===== src/rtl/alu_defs_pkg.sv =====
// Shared ALU control codes, legality check and default request record for
// the MIPSALU issue front end.
package alu_defs_pkg;

    localparam logic [3:0] ALU_AND = 4'd0;
    localparam logic [3:0] ALU_OR  = 4'd1;
    localparam logic [3:0] ALU_ADD = 4'd2;
    localparam logic [3:0] ALU_SUB = 4'd6;
    localparam logic [3:0] ALU_SLT = 4'd7;
    localparam logic [3:0] ALU_NOR = 4'd12;

    localparam int DEF_WIDTH = 32;
    localparam int DEF_TAG_W = 4;

    // Default-width request record; the issue unit re-declares it with its own widths.
    typedef struct packed {
        logic [3:0]           ctl;
        logic [DEF_WIDTH-1:0] a;
        logic [DEF_WIDTH-1:0] b;
        logic [DEF_TAG_W-1:0] tag;
    } alu_req_t;

    function automatic logic is_legal_ctl(input logic [3:0] ctl);
        logic legal;
        legal = 1'b0;
        case (ctl)
            ALU_AND, ALU_OR, ALU_ADD, ALU_SUB, ALU_SLT, ALU_NOR: legal = 1'b1;
            default: legal = 1'b0;
        endcase
        return legal;
    endfunction

endpackage


===== src/rtl/alu_req_fifo.sv =====
// Synchronous request FIFO for the ALU issuer; element type is a parameter so
// the top can store a request record sized to its own operand/tag widths.
module alu_req_fifo
    import alu_defs_pkg::*;
#(
    parameter int  DEPTH = 4,
    parameter type T     = alu_req_t,
    localparam int PTR_W = $clog2(DEPTH)
) (
    input  logic           clk,
    input  logic           rst_n,
    input  logic           push,
    input  T               push_data,
    input  logic           pop,
    output T               head,
    output logic           full,
    output logic           empty,
    output logic [PTR_W:0] count
);

    T mem [DEPTH];

    logic [PTR_W-1:0] wr_ptr;
    logic [PTR_W-1:0] rd_ptr;
    logic             do_push;
    logic             do_pop;

    assign full    = (count == (PTR_W+1)'(DEPTH));
    assign empty   = (count == '0);
    assign do_push = push && !full;
    assign do_pop  = pop && !empty;
    assign head    = mem[rd_ptr];

    // Storage is not reset: head is only consumed while the FIFO is non-empty.
    always_ff @(posedge clk) begin
        if (do_push) begin
            mem[wr_ptr] <= push_data;
        end
    end

    always_ff @(posedge clk or negedge rst_n) begin
        if (!rst_n) begin
            wr_ptr <= '0;
            rd_ptr <= '0;
            count  <= '0;
        end else begin
            if (do_push) begin
                wr_ptr <= wr_ptr + 1'b1;
            end
            if (do_pop) begin
                rd_ptr <= rd_ptr + 1'b1;
            end
            case ({do_push, do_pop})
                2'b10:   count <= count + 1'b1;
                2'b01:   count <= count - 1'b1;
                default: count <= count;
            endcase
        end
    end

endmodule


===== src/rtl/alu_issue_unit.sv =====
// Requester-side front end for the combinational MIPSALU: queues requests,
// presents the head to the ALU and registers the result on a valid/ready port.
module alu_issue_unit
    import alu_defs_pkg::*;
#(
    parameter int WIDTH = 32,
    parameter int DEPTH = 4,
    parameter int TAG_W = 4
) (
    input  logic             clk,
    input  logic             rst_n,
    input  logic             req_valid,
    output logic             req_ready,
    input  logic [3:0]       req_ctl,
    input  logic [WIDTH-1:0] req_a,
    input  logic [WIDTH-1:0] req_b,
    input  logic [TAG_W-1:0] req_tag,
    output logic [3:0]       alu_ctl,
    output logic [WIDTH-1:0] alu_a,
    output logic [WIDTH-1:0] alu_b,
    input  logic [WIDTH-1:0] alu_out,
    input  logic             alu_zero,
    output logic             res_valid,
    input  logic             res_ready,
    output logic [WIDTH-1:0] res_data,
    output logic             res_zero,
    output logic [TAG_W-1:0] res_tag,
    output logic             res_err,
    output logic             busy
);

    localparam int PTR_W = $clog2(DEPTH);

    typedef struct packed {
        logic [3:0]       ctl;
        logic [WIDTH-1:0] a;
        logic [WIDTH-1:0] b;
        logic [TAG_W-1:0] tag;
    } req_t;

    req_t             req_in;
    req_t             head;
    logic             fifo_full;
    logic             fifo_empty;
    logic [PTR_W:0]   fifo_count;
    logic             push;
    logic             capture;
    logic             head_legal;

    assign req_in = '{ctl: req_ctl, a: req_a, b: req_b, tag: req_tag};

    assign req_ready = !fifo_full;
    assign push      = req_valid && req_ready;
    assign capture   = !fifo_empty && (!res_valid || res_ready);

    alu_req_fifo #(
        .DEPTH (DEPTH),
        .T     (req_t)
    ) u_fifo (
        .clk       (clk),
        .rst_n     (rst_n),
        .push      (push),
        .push_data (req_in),
        .pop       (capture),
        .head      (head),
        .full      (fifo_full),
        .empty     (fifo_empty),
        .count     (fifo_count)
    );

    // ALU inputs are held at zero while idle so the datapath sees no stale operands.
    always_comb begin
        alu_ctl = '0;
        alu_a   = '0;
        alu_b   = '0;
        if (!fifo_empty) begin
            alu_ctl = head.ctl;
            alu_a   = head.a;
            alu_b   = head.b;
        end
    end

    assign head_legal = is_legal_ctl(head.ctl);

    always_ff @(posedge clk or negedge rst_n) begin
        if (!rst_n) begin
            res_valid <= 1'b0;
            res_data  <= '0;
            res_zero  <= 1'b0;
            res_tag   <= '0;
            res_err   <= 1'b0;
        end else if (capture) begin
            res_valid <= 1'b1;
            res_tag   <= head.tag;
            if (head_legal) begin
                res_data <= alu_out;
                res_zero <= alu_zero;
                res_err  <= 1'b0;
            end else begin
                res_data <= '0;
                res_zero <= 1'b1;
                res_err  <= 1'b1;
            end
        end else if (res_valid && res_ready) begin
            res_valid <= 1'b0;
        end
    end

    assign busy = (fifo_count != '0) || res_valid;

endmodule


===== config.mk =====
export PLATFORM = sky130hd
export DESIGN_NAME = alu_issue_unit
export DESIGN_NICKNAME = d
export VERILOG_FILES = /design/src/rtl/alu_defs_pkg.sv /design/src/rtl/alu_req_fifo.sv /design/src/rtl/alu_issue_unit.sv
export SDC_FILE = /design/constraint.sdc
export NUM_CORES = 1
export LEC_CHECK = 0
export ABC_AREA = 0
export CAP_MARGIN = 20
export CORE_AREA = 3 3 165 167
export CTS_BUF_LIST = sky130_fd_sc_hd__clkbuf_2 sky130_fd_sc_hd__clkbuf_4 sky130_fd_sc_hd__clkbuf_8
export CTS_CLUSTER_DIAMETER = 80
export CTS_CLUSTER_SIZE = 16
export DETAILED_ROUTE_END_ITERATION = 8
export DIE_AREA = 0 0 168 170
export PLACE_DENSITY_LB_ADDON = 0.3
export SYNTH_ARGS = -nofsm -noshare
export SYNTH_HDL_FRONTEND = slang
export SYNTH_SLANG_ARGS = --single-unit

===== constraint.sdc =====
create_clock -name clk -period 2.96 [get_ports clk]
set_clock_uncertainty 0.1 [all_clocks]
set_input_delay 0.592 -clock clk [delete_from_list [all_inputs] [get_ports clk]]
set_output_delay 0.592 -clock clk [all_outputs]
set_load 0.05 [all_outputs]

---- Word level (Yosys, flattened, before mapping) ----
Memories as Yosys holds them, arrays and structs flattened.
Cells that the tools add are included.
storage, ports and cells
  bits in registers ....................... 46
  RAM bits ................................ 288
  input port bits ......................... 109
  word-level logic and storage cells ...... 49
  memories kept ........................... 1
memories
  memory      depth  bits a word  rd ports  clocked after memory_dff  wr ports  RTL line            source
  u_fifo.mem  4      72           1         0                         1         alu_req_fifo.sv:21  T mem [DEPTH];
operators by class
  add/sub/neg operators ................... 4
  eq/ne operators ......................... 8
  muxes and demuxes ....................... 12
  reduce and logical (&&, ||, !) cells .... 16
operators with widths
  cell                                                                    count
  32-bit 2-to-1 mux                                                       3
  4-bit by 3-bit equality test with 1-bit output (second input constant)  2
  1-bit 2-to-1 mux                                                        7
  3-bit case mux with 2 select lines                                      1
  6-bit OR reduction                                                      1
  1-bit logical AND                                                       5
  2-bit by 1-bit adder with 2-bit output (second input constant)          2
  4-bit by 1-bit equality test with 1-bit output (second input constant)  1
  4-bit by 2-bit equality test with 1-bit output (second input constant)  1
  4-bit equality test (second input constant)                             1
  4-bit logical NOT                                                       1
  4-bit 2-to-1 mux                                                        1
  2-bit nonzero test                                                      2
  3-bit by 1-bit adder with 3-bit output (second input constant)          1
  3-bit equality test (second input constant)                             1
  1-bit logical NOT                                                       3
  3-bit logical NOT                                                       1
  3-bit nonzero test                                                      1
  3-bit by 1-bit subtractor with 3-bit output (second input constant)     1
  2-bit by 1-bit equality test with 1-bit output (second input constant)  1
  2-bit equality test (second input constant)                             1
  1-bit logical OR                                                        2

---- Depth between registers and ports, before layout ----
Gate-level depths: netlist of the first run.
  word-level depth ........................ 6
  mapped depth ............................ 10
  gate-level depth less buffers ........... 10

---- Hierarchy ----
A second synthesis of the first run with hierarchy kept.
second synthesis, totals
  cells, all modules ...................... 660
  area, all modules ....................... 12,992.5 um2
modules (own cells, without submodules)
  module          instances  cells each  area an instance (um2)  seq. area each (um2)
  alu_req_fifo    1          413         10,817.9                8,823.5
  alu_issue_unit  1          247         2,174.6                 975.9

---- Least setup slack after synthesis of the first run ----
OpenSTA, ideal clock, no wires.
  path kind ............................... register to register
  from .................................... reg u_fifo.count[0]
  to ...................................... mem u_fifo.mem[0][0] (netlist name), enable pin
  setup time .............................. 0.439 ns
  arrival ................................. 2.708 ns
  required time ........................... 2.421 ns
  setup slack ............................. -0.287 ns
  stages on the path, launching flop included .. 4
  path buffers ............................ 0
  cell sequence ........................... dfrtp_1 > inv_1 > nand3_1 > and3_1
on the way
  word-level cells in the longest chain between the ends .. 6
RTL lines
  item                                      RTL line              source
  start, declared                           alu_req_fifo.sv:18    output logic [PTR_W:0] count
  start signal, assigned                    alu_req_fifo.sv:54    2'b10: count <= count + 1'b1;
  start signal, assigned                    alu_req_fifo.sv:55    2'b01: count <= count - 1'b1;
  start signal, assigned                    alu_req_fifo.sv:56    default: count <= count;
  3-bit equality test *                     alu_req_fifo.sv:28    assign full = (count == (PTR_W+1)'(DEPTH));
  1-bit logical NOT *                       alu_issue_unit.sv:52  assign req_ready = !fifo_full;
  named net req_ready                       alu_issue_unit.sv:13  output logic req_ready,
  1-bit logical AND                         alu_issue_unit.sv:53  assign push = req_valid && req_ready;
  1-bit logical AND *                       alu_req_fifo.sv:30    assign do_push = push && !full;
  1-bit 2-to-1 mux *                        alu_req_fifo.sv:36    if (do_push) begin
  1-bit 2-to-1 mux (implied by the code) *  alu_req_fifo.sv:37    mem[wr_ptr] <= push_data;
  end, declared                             alu_req_fifo.sv:21
Mark *: on every way through the listed nets, which the timed path passes. The rest lies on a longest branch.

---- Worst setup path in the final report of the first run ----
  from .................................... reg u_fifo.rd_ptr[0]
  to ...................................... out alu_b[28]
on the way
  word-level cells in the longest chain between the ends .. 2
RTL lines
  item                    RTL line              source
  start, declared         alu_req_fifo.sv:24    logic [PTR_W-1:0] rd_ptr;
  start signal, assigned  alu_req_fifo.sv:51    rd_ptr <= rd_ptr + 1'b1;
  memory read 4 x 72 bit  -
  32-bit 2-to-1 mux       alu_issue_unit.sv:76  if (!fifo_empty) begin
  end, declared           alu_issue_unit.sv:20  output logic [WIDTH-1:0] alu_b,
Every way passes these cells.

==> results of run 1 <==
[tightest hold or removal path, cell delays in order (launching register included)]
cell and delay (ps):
dfrtp_1 350, nand2_1 50, nand2_1 50
[power by group]
| part | leakage, nW | internal (W) | switching [W] | total [W] |
|---|---|---|---|---|
| combinational | 2.21 | 0.00395 | 0.00646 | 0.0104 |
| clock | 0.270 | 0.00104 | 0.00134 | 0.00238 |
| sequential | 3.21 | 0.00632 | 0.000420 | 0.00674 |
[area by class of cell]
cell class	instances	area [sq um]
flip-flops and latches	334	9810
inverters	7	26.3
fillers	1830	9610
well taps	335	419
repair buffers	249	2620
clock buffers	44	493
multi-input cells	283	2940
[kinds of logic after synthesis]
logic type,share of synthesized area
AND/OR/NAND/NOR,0.0639
flip-flops,0.760
multiplexers,0.127
buffers and inverters,0.0155
XOR/XNOR,0.00408
adder cells (fa/ha/maj),0.00641
AO/OA/AOI/OAI,0.0225
[timing repair]
| action | 4_1_cts | 5_1_grt |
|---|---|---|
| hold endpoints to repair | 31 | 0 |
| buffers inserted | 2 | 7 |
| gates cloned | 1 | 4 |
| hold buffers | 1 | 0 |
| setup endpoints to repair | 65 | 62 |
| gates resized for setup | 4 | 51 |
[stage by stage]
step | instance area, sq um | hold WS [ps] | setup TNS (ps) | worst slack, ps
after floorplan | 12900 | 196 | 0 | 121
after global placement | 15400 | 358 | 0 | 376
final | 16300 | 381 | 0 | 38.1
after detailed placement | 15400 | 365 | 0 | 382
after CTS | 16000 | 389 | -1980 | -74.5
after global routing | 16300 | 394 | -890 | -53.8
[flip-flops by register name (all words and copies together) (netlist names)]
| name | count |
|---|---|
| res_data | 32 |
| res_valid | 1 |
| u_fifo.count | 3 |
| u_fifo.rd_ptr | 2 |
| res_err | 1 |
| res_tag | 4 |
| u_fifo.wr_ptr | 2 |
| res_zero | 1 |
| u_fifo.mem | 288 |
[Yosys cell counts, types with 2 or more instances]
cell,instances,area share
buf_2,10,0.0039
edfxtp_1,288,0.67
a21oi_1,2,0.00078
ha_1,5,0.0049
clkbuf_1,20,0.0058
and3_1,4,0.0019
nand2_1,80,0.023
dfrtp_1,46,0.089
nand2b_1,3,0.0015
a21oi_2,30,0.020
xor2_1,2,0.0014
buf_6,4,0.0035
xnor2_1,4,0.0027
mux4_2,72,0.13
nor2b_1,69,0.033
inv_1,7,0.0020
[layer usage]
layer / global-route usage / up-vias / routed length [um]
met5: 0 / - / 13
met2: 0.292 / 222 / 12900
met4: 0.0413 / 2 / 442
met3: 0.0386 / 33 / 1940
li1: - / 3003 / -
met1: 0.239 / 3427 / 11000
[worst paths after layout]
path                           endpoint  cells after the start
min reg2reg                  res_tag[2]                      2
max                           alu_b[28]                      5
min in group asynchronous  res_data[12]                      2
max in group asynchronous  res_data[28]                      3
min                          res_tag[2]                      2
max reg2reg                res_data[29]                      6
==> flow_summary.json, run 1 <==
{
  "status": "finished, final reports clean",
  "crit_path_end_kind": "primary output",
  "path_buf_inv": 3,
  "dp_hpwl_mm": 15.2,
  "hp-class": "reg2reg",
  "period_share": 0.987,
  "syn_avg_cell_area_sq_um": 19.6,
  "fin_util": 0.629,
  "grt_pass1_wl_mm": 39.2,
  "synthFlopType": "edfxtp_1",
  "hp-start": "res_tag[2]",
  "crit_fanout": 7,
  "grt_max_degree": 73,
  "post-place-cells": 1194,
  "grt_overflow": 0,
  "max-slew-margin-rel": 0.512,
  "vias_per_cell": 5.34,
  "synth_cells": 659,
  "maxCapViolCount": 0,
  "diodes": 0,
  "ys_ff_latch": 334,
  "slew_viol_final": 0,
  "reg2reg_from": "u_fifo.rd_ptr[0]",
  "syn_nets": 774,
  "critPathSlowestCell": "dfrtp_4",
  "fmax_mhz": 342,
  "setup.worst_path.start": "u_fifo.rd_ptr[0]",
  "ys_seq_area_frac": 0.760,
  "track_usage": 0.175,
  "antenna_found_initial": 1,
  "drt_pass1_iterations": 5,
  "clock_path_buffers": 3,
  "cts_max_level": 1,
  "fp.coreArea_sq_um": 25900,
  "start_util": 0.498,
  "routedWlPerCell_um": 21.0,
  "final_nets": 1014,
  "r2r_setup_slack_ps": 300,
  "gp_congestion": 0.780,
  "yosys_warnings": 0,
  "cts_tree": "yes",
  "async_flop_share": 0.138,
  "critical_path_required_ps": 2270,
  "dieArea_sq_um": 28600,
  "tightest_slew_ps": 732,
  "min_period_ps": 2920,
  "setup_violations": 0,
  "power.leakage_nw": 5.69,
  "ant_nets": 0,
  "path_cells": "buf_12 > clkbuf_16 > mux4_2 > nor2b_1 > buf_6",
  "drive_above_1_share": 0.281,
  "root_buffer": "clkbuf_8",
  "rsz0062_at_grt": "true",
  "fp.dieH_um": 170,
  "layout_commonest_cell": "edfxtp_1",
  "fin_cells": 1252,
  "first_iter_violations": 421,
  "setup.worst_path.start_class": "flop",
  "io_pins": 218,
  "worstSetupPathType": "reg2out",
  "cts_sinks": 334,
  "grt_pass1_vias": 6958,
  "powerDensity_nw_per_um2": 1200,
  "route.detailed.drc": 0,
  "synth_area_sq_um": 12900,
  "port_buffers": 217,
  "final_cell_mix": "edfxtp_1 (288), clkdlybuf4s50_1 (147), nand2_1 (80), mux4_2 (72), nor2b_1 (66)",
  "dr_total_vias": 6687,
  "hold_viol": 0,
  "syn2layout_area_growth_pct": 26.4,
  "clk_latency_ps": 540,
  "cts_buffers": 24,
  "path_delay_family": "flip-flops",
  "rows": 59,
  "die_x_um": 168,
  "max_stage_delay_ps": 520,
  "path_clk_slew_ps": 100,
  "ir_drop_mv": 0.934,
  "power_w": 0.0195,
  "wl_mm": 26.3,
  "synth_edf_count": 288,
  "synth_cell_types": 29,
  "worstPathArrival_ps": 2230
}
Note: power is estimated with default switching activity, not from simulation.
==> run 2: changes to the inputs <==
Settings changed: CAP_MARGIN 20 to not set, GPL_TIMING_DRIVEN set to 1.
==> results of run 2 <==
Final layout, timing and power as in run 1 (identical DEF).
==> edit: new RTL, config.mk and constraints of run 1 <==
Put one more register stage on the output `res_err`, cleared by the reset. The value now appears one clock later. The other outputs are not delayed to match.
--- a/src/rtl/alu_issue_unit.sv
+++ b/src/rtl/alu_issue_unit.sv
@@ -39,2 +39,4 @@
     } req_t;
+
+    logic res_err_s0;
 
@@ -90,3 +92,3 @@
             res_tag   <= '0;
-            res_err   <= 1'b0;
+            res_err_s0 <= 1'b0;
         end else if (capture) begin
@@ -97,3 +99,3 @@
                 res_zero <= alu_zero;
-                res_err  <= 1'b0;
+                res_err_s0 <= 1'b0;
             end else begin
@@ -101,3 +103,3 @@
                 res_zero <= 1'b1;
-                res_err  <= 1'b1;
+                res_err_s0 <= 1'b1;
             end
@@ -110,2 +112,10 @@
 
+    always_ff @(posedge clk or negedge rst_n) begin
+        if (!rst_n) begin
+            res_err <= '0;
+        end else begin
+            res_err <= res_err_s0;
+        end
+    end
+
 endmodule
Behaviour: not the same (a bounded check fails within 4 cycles, from zero or initial values and one cycle with rst_n low).
==> edit against run 1 <==
Count of clock-buffer cells in the layout is the same; die area is the same; sequential cell count grew 1; cell count grew 0.40%; cell area grew 0.45%; routed wire length grew 0.81%; total power grew 0.20%; area after synthesis grew 0.19%; core utilization grew 0.28 points; setup slack lost 0.018 ns; critical path type unchanged; highest routed layer unchanged.
==> edit: results <==
set metrics [dict create \
    outcome "complete, no violations" \
    antenna_found_initial 2 \
    cts_resized 5 \
    drt-wirelength-per-cell_um 21.1 \
    combPwrFrac 0.532 \
    dpl.hpwl_um 16200 \
    syn_area_per_cell_um2 19.6 \
    grt_start_max_net_pins 40 \
    post_cts.repair.setup_buffers 4 \
    fill_cells 1795 \
    gp_congestion 0.758 \
    globalRouteMet1Util 0.252 \
    yosys.area_share.adder 0.00639 \
    finalCriticalPeriod_ns 2.94 \
    grt_pass1_wl_um 40200 \
    pre_cts_ws_ns 0.391 \
    synthTopCellsByCount "288 x edfxtp_1, 80 x nand2_1, 72 x mux4_2" \
    grt.total_usage 0.179 \
    met1Wirelength_um 11400 \
    synth_compound_area_frac 0.0225 \
    vdd_ir_drop_max_v 0.00104 \
    whs_ns 0.289 \
    synth_mux_area_frac 0.127 \
    netSwitchingFraction 0.422 \
    placed_cells 1197 \
    async_reset_ff_frac 0.140 \
    r2r_slack_ns 0.44 \
    synth_xor_area_frac 0.00407 \
    fin_nets 1018 \
    wl_met3_um 2260 \
    synth_seq_area_share 0.761 \
    drt_iter0_drc 590 \
    synth.area.top_cells "edfxtp_1 67%, mux4_2 13%, dfrtp_1 9.1%" \
    wl_met2_um 12400 \
    drive_gt1_frac 0.289 \
    max_slew_margin 0.637 \
    global_route.usage.met3 0.0453 \
    leakage_nw 5.74 \
    arrival_ns 2.25 \
    drt_wl_total_um 26500 \
    p_sw_mw 8.26 \
    placed_area_um2 15500 \
    syn_nets 775 \
    met2_usage 0.289 \
    top_regs "u_fifo.mem (288), res_data (32), res_tag (4)" \
    cp_slowest_stage_delay_ns 0.54 \
    multi_input_area_um2 2980 \
    grt_pass1_vias 6990 \
]
## edit: cell types whose count changed in the layout (fill, tap and decap cells not counted), sizes merged
| cell | change |
|---|---|
| diode | +1 |
| clkbuf | -1 |
| dfrtp | +1 |
| clkdlybuf4s50 | -1 |
| dlymetal6s2s | +1 |
| buf | +4 |
## edit: layout make-up
type	count	area share
multi-input combinational	283	0.182
tap	335	0.0256
inverter	7	0.00160
sequential	335	0.601
timing repair buffer	252	0.160
clock buffer	44	0.0297
antenna	1	0.000153
## edit: path summary, 6_finish.rpt
| check | start | endpoint | cells after the start |
|---|---|---|---|
| worst max-delay path | u_fifo.rd_ptr[0] | alu_a[18] | 5 |
| worst min-delay path | res_err_s0 | res_err | 0 |
| worst max register to register | u_fifo.rd_ptr[0] | res_zero | 7 |
| worst min register to register | res_err_s0 | res_err | 0 |
| max in group asynchronous | rst_n | res_data[29] | 3 |
| min in group asynchronous | rst_n | res_data[5] | 2 |
